## config.mk

```make
export PLATFORM = sky130hd
export DESIGN_NAME = read_bus_mux
export DESIGN_NICKNAME = d
export VERILOG_FILES = /design/src/rtl/read_bus_mux.sv
export SDC_FILE = /design/constraint.sdc
export NUM_CORES = 1
export LEC_CHECK = 0
export ABC_CLOCK_PERIOD_IN_PS = 3000
export CAP_MARGIN = 20
export CORE_UTILIZATION = 24
export DETAILED_ROUTE_END_ITERATION = 10
export GPL_TIMING_DRIVEN = 0
export PLACE_DENSITY_LB_ADDON = 0.08
export SYNTH_ARGS = -nofsm -noshare
export SYNTH_HDL_FRONTEND = slang
export SYNTH_SLANG_ARGS = --single-unit
export TNS_END_PERCENT = 20
```

## constraint.sdc

```tcl
create_clock -name clk -period 3 [get_ports clk]
set_input_delay 0.9 -clock clk [delete_from_list [all_inputs] [get_ports clk]]
set_output_delay 0.9 -clock clk [all_outputs]
set_load 0.005 [all_outputs]
```

## src/rtl/read_bus_mux.sv

```systemverilog
// Steers the single RAM read port to the FFT core or DMA engine; returns each datum to its issuer.
// Optional macro READ_BUS_MUX_REG_OUT_EN adds one output register stage on rvalid_*/rdr_*.
module read_bus_mux #(
    parameter int unsigned FFT_N             = 10,
    parameter int unsigned FFT_DW            = 16,
    parameter int unsigned RAM_LAT           = 1,
    parameter logic [1:0]  MODE_INPUT_STREAM = 2'd0,
    parameter logic [1:0]  MODE_RUN_FFT      = 2'd1,
    parameter logic [1:0]  MODE_DMA          = 2'd2,
    parameter logic [1:0]  MODE_DISABLE      = 2'd3
) (
    input  logic                  clk,
    input  logic                  rst,
    input  logic [1:0]            mode,
    input  logic                  ract_fft,
    input  logic [FFT_N-2:0]      ra_fft,
    output logic [FFT_DW*2-1:0]   rdr_fft,
    output logic                  rvalid_fft,
    input  logic                  ract_dma,
    input  logic [FFT_N-2:0]      ra_dma,
    output logic [FFT_DW*2-1:0]   rdr_dma,
    output logic                  rvalid_dma,
    output logic                  ract_ram,
    output logic [FFT_N-2:0]      ra_ram,
    input  logic [FFT_DW*2-1:0]   rdr_ram,
    output logic                  busy,
    output logic                  rd_err
);

    localparam int unsigned DW = FFT_DW * 2;

    typedef enum logic {
        OwnFft,
        OwnDma
    } owner_e;

    typedef struct packed {
        logic   vld;
        owner_e own;
    } tag_t;

    owner_e req_owner;
    tag_t   tag_q [RAM_LAT];
    logic   drop;
    logic   rd_err_q;
    logic   tag_busy;
    logic   ret_fft_v, ret_dma_v;
    logic [DW-1:0] ret_fft_d, ret_dma_d;

    always_comb begin
        ract_ram  = 1'b0;
        ra_ram    = '0;
        req_owner = OwnFft;
        if (!rst) begin
            case (mode)
                MODE_RUN_FFT: begin
                    ract_ram = ract_fft;
                    ra_ram   = ra_fft;
                end
                MODE_DMA: begin
                    ract_ram  = ract_dma;
                    ra_ram    = ra_dma;
                    req_owner = OwnDma;
                end
                MODE_INPUT_STREAM, MODE_DISABLE: begin
                end
                default: begin
                end
            endcase
        end
    end

    // Owner is captured at issue so a later mode change cannot misroute the return.
    always_ff @(posedge clk) begin
        if (rst) begin
            for (int i = 0; i < RAM_LAT; i++) begin
                tag_q[i] <= '{vld: 1'b0, own: OwnFft};
            end
        end else begin
            tag_q[0] <= '{vld: ract_ram, own: req_owner};
            for (int i = 1; i < RAM_LAT; i++) begin
                tag_q[i] <= tag_q[i-1];
            end
        end
    end

    always_comb begin
        tag_busy = 1'b0;
        for (int i = 0; i < RAM_LAT; i++) begin
            tag_busy = tag_busy | tag_q[i].vld;
        end
    end

    always_comb begin
        ret_fft_v = tag_q[RAM_LAT-1].vld && (tag_q[RAM_LAT-1].own == OwnFft);
        ret_dma_v = tag_q[RAM_LAT-1].vld && (tag_q[RAM_LAT-1].own == OwnDma);
        ret_fft_d = ret_fft_v ? rdr_ram : '0;
        ret_dma_d = ret_dma_v ? rdr_ram : '0;
    end

    assign drop = (ract_fft && (mode != MODE_RUN_FFT)) || (ract_dma && (mode != MODE_DMA));

    always_ff @(posedge clk) begin
        if (rst) begin
            rd_err_q <= 1'b0;
        end else if (drop) begin
            rd_err_q <= 1'b1;
        end
    end

    assign rd_err = rd_err_q;

`ifdef READ_BUS_MUX_REG_OUT_EN
    logic          out_fft_v_q, out_dma_v_q;
    logic [DW-1:0] out_fft_d_q, out_dma_d_q;

    always_ff @(posedge clk) begin
        if (rst) begin
            out_fft_v_q <= 1'b0;
            out_dma_v_q <= 1'b0;
            out_fft_d_q <= '0;
            out_dma_d_q <= '0;
        end else begin
            out_fft_v_q <= ret_fft_v;
            out_dma_v_q <= ret_dma_v;
            out_fft_d_q <= ret_fft_d;
            out_dma_d_q <= ret_dma_d;
        end
    end

    assign rvalid_fft = out_fft_v_q;
    assign rvalid_dma = out_dma_v_q;
    assign rdr_fft    = out_fft_d_q;
    assign rdr_dma    = out_dma_d_q;
    assign busy       = tag_busy | out_fft_v_q | out_dma_v_q;
`else
    assign rvalid_fft = ret_fft_v;
    assign rvalid_dma = ret_dma_v;
    assign rdr_fft    = ret_fft_d;
    assign rdr_dma    = ret_dma_d;
    assign busy       = tag_busy;
`endif

endmodule

```

==> metrics.csv <==
metric;value;unit
gpl congestion;0.7352;
initial antenna violation count;0;
Post-Syn Nets;207;
Achievable Freq;340.0;MHz
Worst VDD drop;0.1087;mV
largest net degree at the start of global routing;11;
Layout Skew;0;ns
Initial DRC Count;69;
count leader, synth;nor2_1;
Lkg Pwr;1.085;nW
Final min period;2.941;ns
Port Buf Inserts;133;
Hold Path End;rd_err$_SDFFE_PP0P_;
synth top area cells;and3_1, nor2_1, nand2_1;
sequential-to-total area share from yosys stat;7.339;%
drt wl/cell;11.57;um
routed vias/inst;4.514;
utilization after layout;70.12;%
hold slack;0.4610;ns
total setup buffers inserted after CTS;0;
TritonCTS buffer count;3;
yosys warns;0;
Synth Flop Type;dfxtp_1;
R2R depth;2;
Crit Path Max Fanout;2;
Core Region;3153;um2
Die Area;3647;um2
cell row count;20;
Die Ht;60.39;um
final setup vio count;0;
Fin. Hold Viols;0;
largest area contributor in the netlist;and3_1;
Mapped Cells;149;
GRT overflow;0;
RSZ-0062 raised after global routing;false;
DRT Pass-1 Iters;4;
hold wc startpoint;rd_err$_SDFFE_PP0P_;
number of remaining DRC errors;0;
CTS tree;yes;
Pwr Density;129.0;nW/um2
Sink Count;3;
crit path kind;in2out;
Startpoint Class;input pin;
vias in the first global route;1208;
reg2reg start;rd_err$_SDFFE_PP0P_;
Seq cells post-synth;3;
R2R setup slack;2.46;ns
post-synthesis cell type count;17;
chip width;60.39;um
critical path arrival;2.04;ns
R2R Path End;rd_err$_SDFFE_PP0P_;
CTS Buffer Depth;2;
slew margin rel.;75.54;%
via count;1494;
CTS clk-pin slew, worst paths;0.04;ns
Final WS setup;0.05890;ns
# diodes;0;
first-pass GRT wire length;5.478;mm
htree depth;1;
initial core utilization;25.95;%
maxcap violations;0;
mapped cell area;818.3;um2
Worst Hold Depth;2;
ys async rst share;0;%
Layout area overhead;170.2;%
Period Utilization, post-route;98.04;%
Setup WS pre-CTS;-0.6262;ns
dpl hpwl;3.070;mm
Synth Area per Inst;5.492;um2
WP data required;2.10;ns
final slew viol count;0;
HP Class;reg2reg;
Pwr Total;0.0002853;W
EDFF count, synth;0;
layout cells sized above 1;12.54;%
CTS Hold Bufs;0;
DRT antenna net count;0;
Tot GR Track Use;19.45;%
Setup Total Neg Slack;0;ns
Setup crit end kind;output pin;
I/O Pins;134;
most instantiated cells after synthesis;nor2_1, and3_1, nand2_1;
CTS root buffer;clkbuf_4;
worst-skew pair later-pin latency;0.23;ns
Nets;346;
Worst-Margin Slew;0.3668;ns
top cell type's share of synthesized area;24.46;%
status;complete, no violations;
final WL;3.831;mm
==> critical path, cell delays in order <==
cell             delay, ns
clkdlybuf4s50_1       0.47
nand2_1               0.05
nor2_1                0.09
clkdlybuf4s50_1       0.52
==> layer usage <==
layer,routed length (um),part of all wire [%],up-vias,GRT usage [%]
met5,0,0,-,0
met4,28,0.73,0,6.645
met3,355,9.3,4,3.625
met2,1950,51,75,36.42
met1,1496,39,653,21.79
li1,-,-,762,-
==> where the power goes <==
| group | total, W | switching, W | internal [W] |
|---|---|---|---|
| clock | 0.0000706 | 0.0000208 | 0.0000498 |
| sequential | 0.0000437 | 0.00000138 | 0.0000423 |
| combinational | 0.000171 | 0.0000604 | 0.000111 |
| total | 0.000285 | 0.0000826 | 0.000203 |
==> flip-flops by register name, summed over array words and instances, names as in the netlist <==
register	count
rd_err	1
tag_q	2
==> final cells by class <==
cell class,instances,area [um2]
timing repair buffer,134,1294
inverter,3,11.26
buffer,17,118.9
sequential,3,60.06
tap,44,55.05
fill,304,942.2
clock buffer,4,26.28
multi-input combinational,126,645.6
==> metrics by stage <==
step                      area, um2  std cells
after detailed placement       2205        326
after global routing           2211        331
final                          2211        331
after floorplan               818.3        149
after CTS                      2205        331
after global placement         2205        326
==> cell usage in the layout, fill, tap and decap left out, types with 2 or more instances in the layout <==
cell	count
and3_1	32
dfxtp_1	3
dlymetal6s2s_1	3
inv_1	3
clkbuf_4	3
nor2_2	6
buf_4	3
buf_2	15
a22oi_1	10
nand2_1	32
nor2_1	37
ha_1	2
clkbuf_1	5
clkdlybuf4s50_1	118
buf_6	6
nand2b_1	2
==> cells by family after synthesis <==
logic type	share of synthesized area (%)
simple gates	63.76
fa+ha+maj	3.058
buf+inv	15.90
flops	7.340
compound gates	9.939
==> repair_timing <==
action,4_1_cts,5_1_grt
endpoints found under the hold margin,0,0
gates resized for setup,50,6
pin swaps,2,1
endpoints found under the setup margin,10,13
gates cloned,1,0
==> worst max-delay path by stage <==
stage / slack [ns] / to / startpoint / cells after the start
after floorplan: 0.44 / ra_ram[0] / mode[0] / 5
after global placement: -0.62 / ra_ram[6] / mode[0] / 7
after detailed placement: -0.63 / ra_ram[6] / mode[0] / 7
after CTS: 0.03 / ra_ram[6] / mode[1] / 6
after global routing: 0.001 / rdr_fft[12] / rdr_ram[12] / 4
final: 0.06 / rdr_fft[23] / rdr_ram[23] / 4
(Power assumes the default switching activity.)
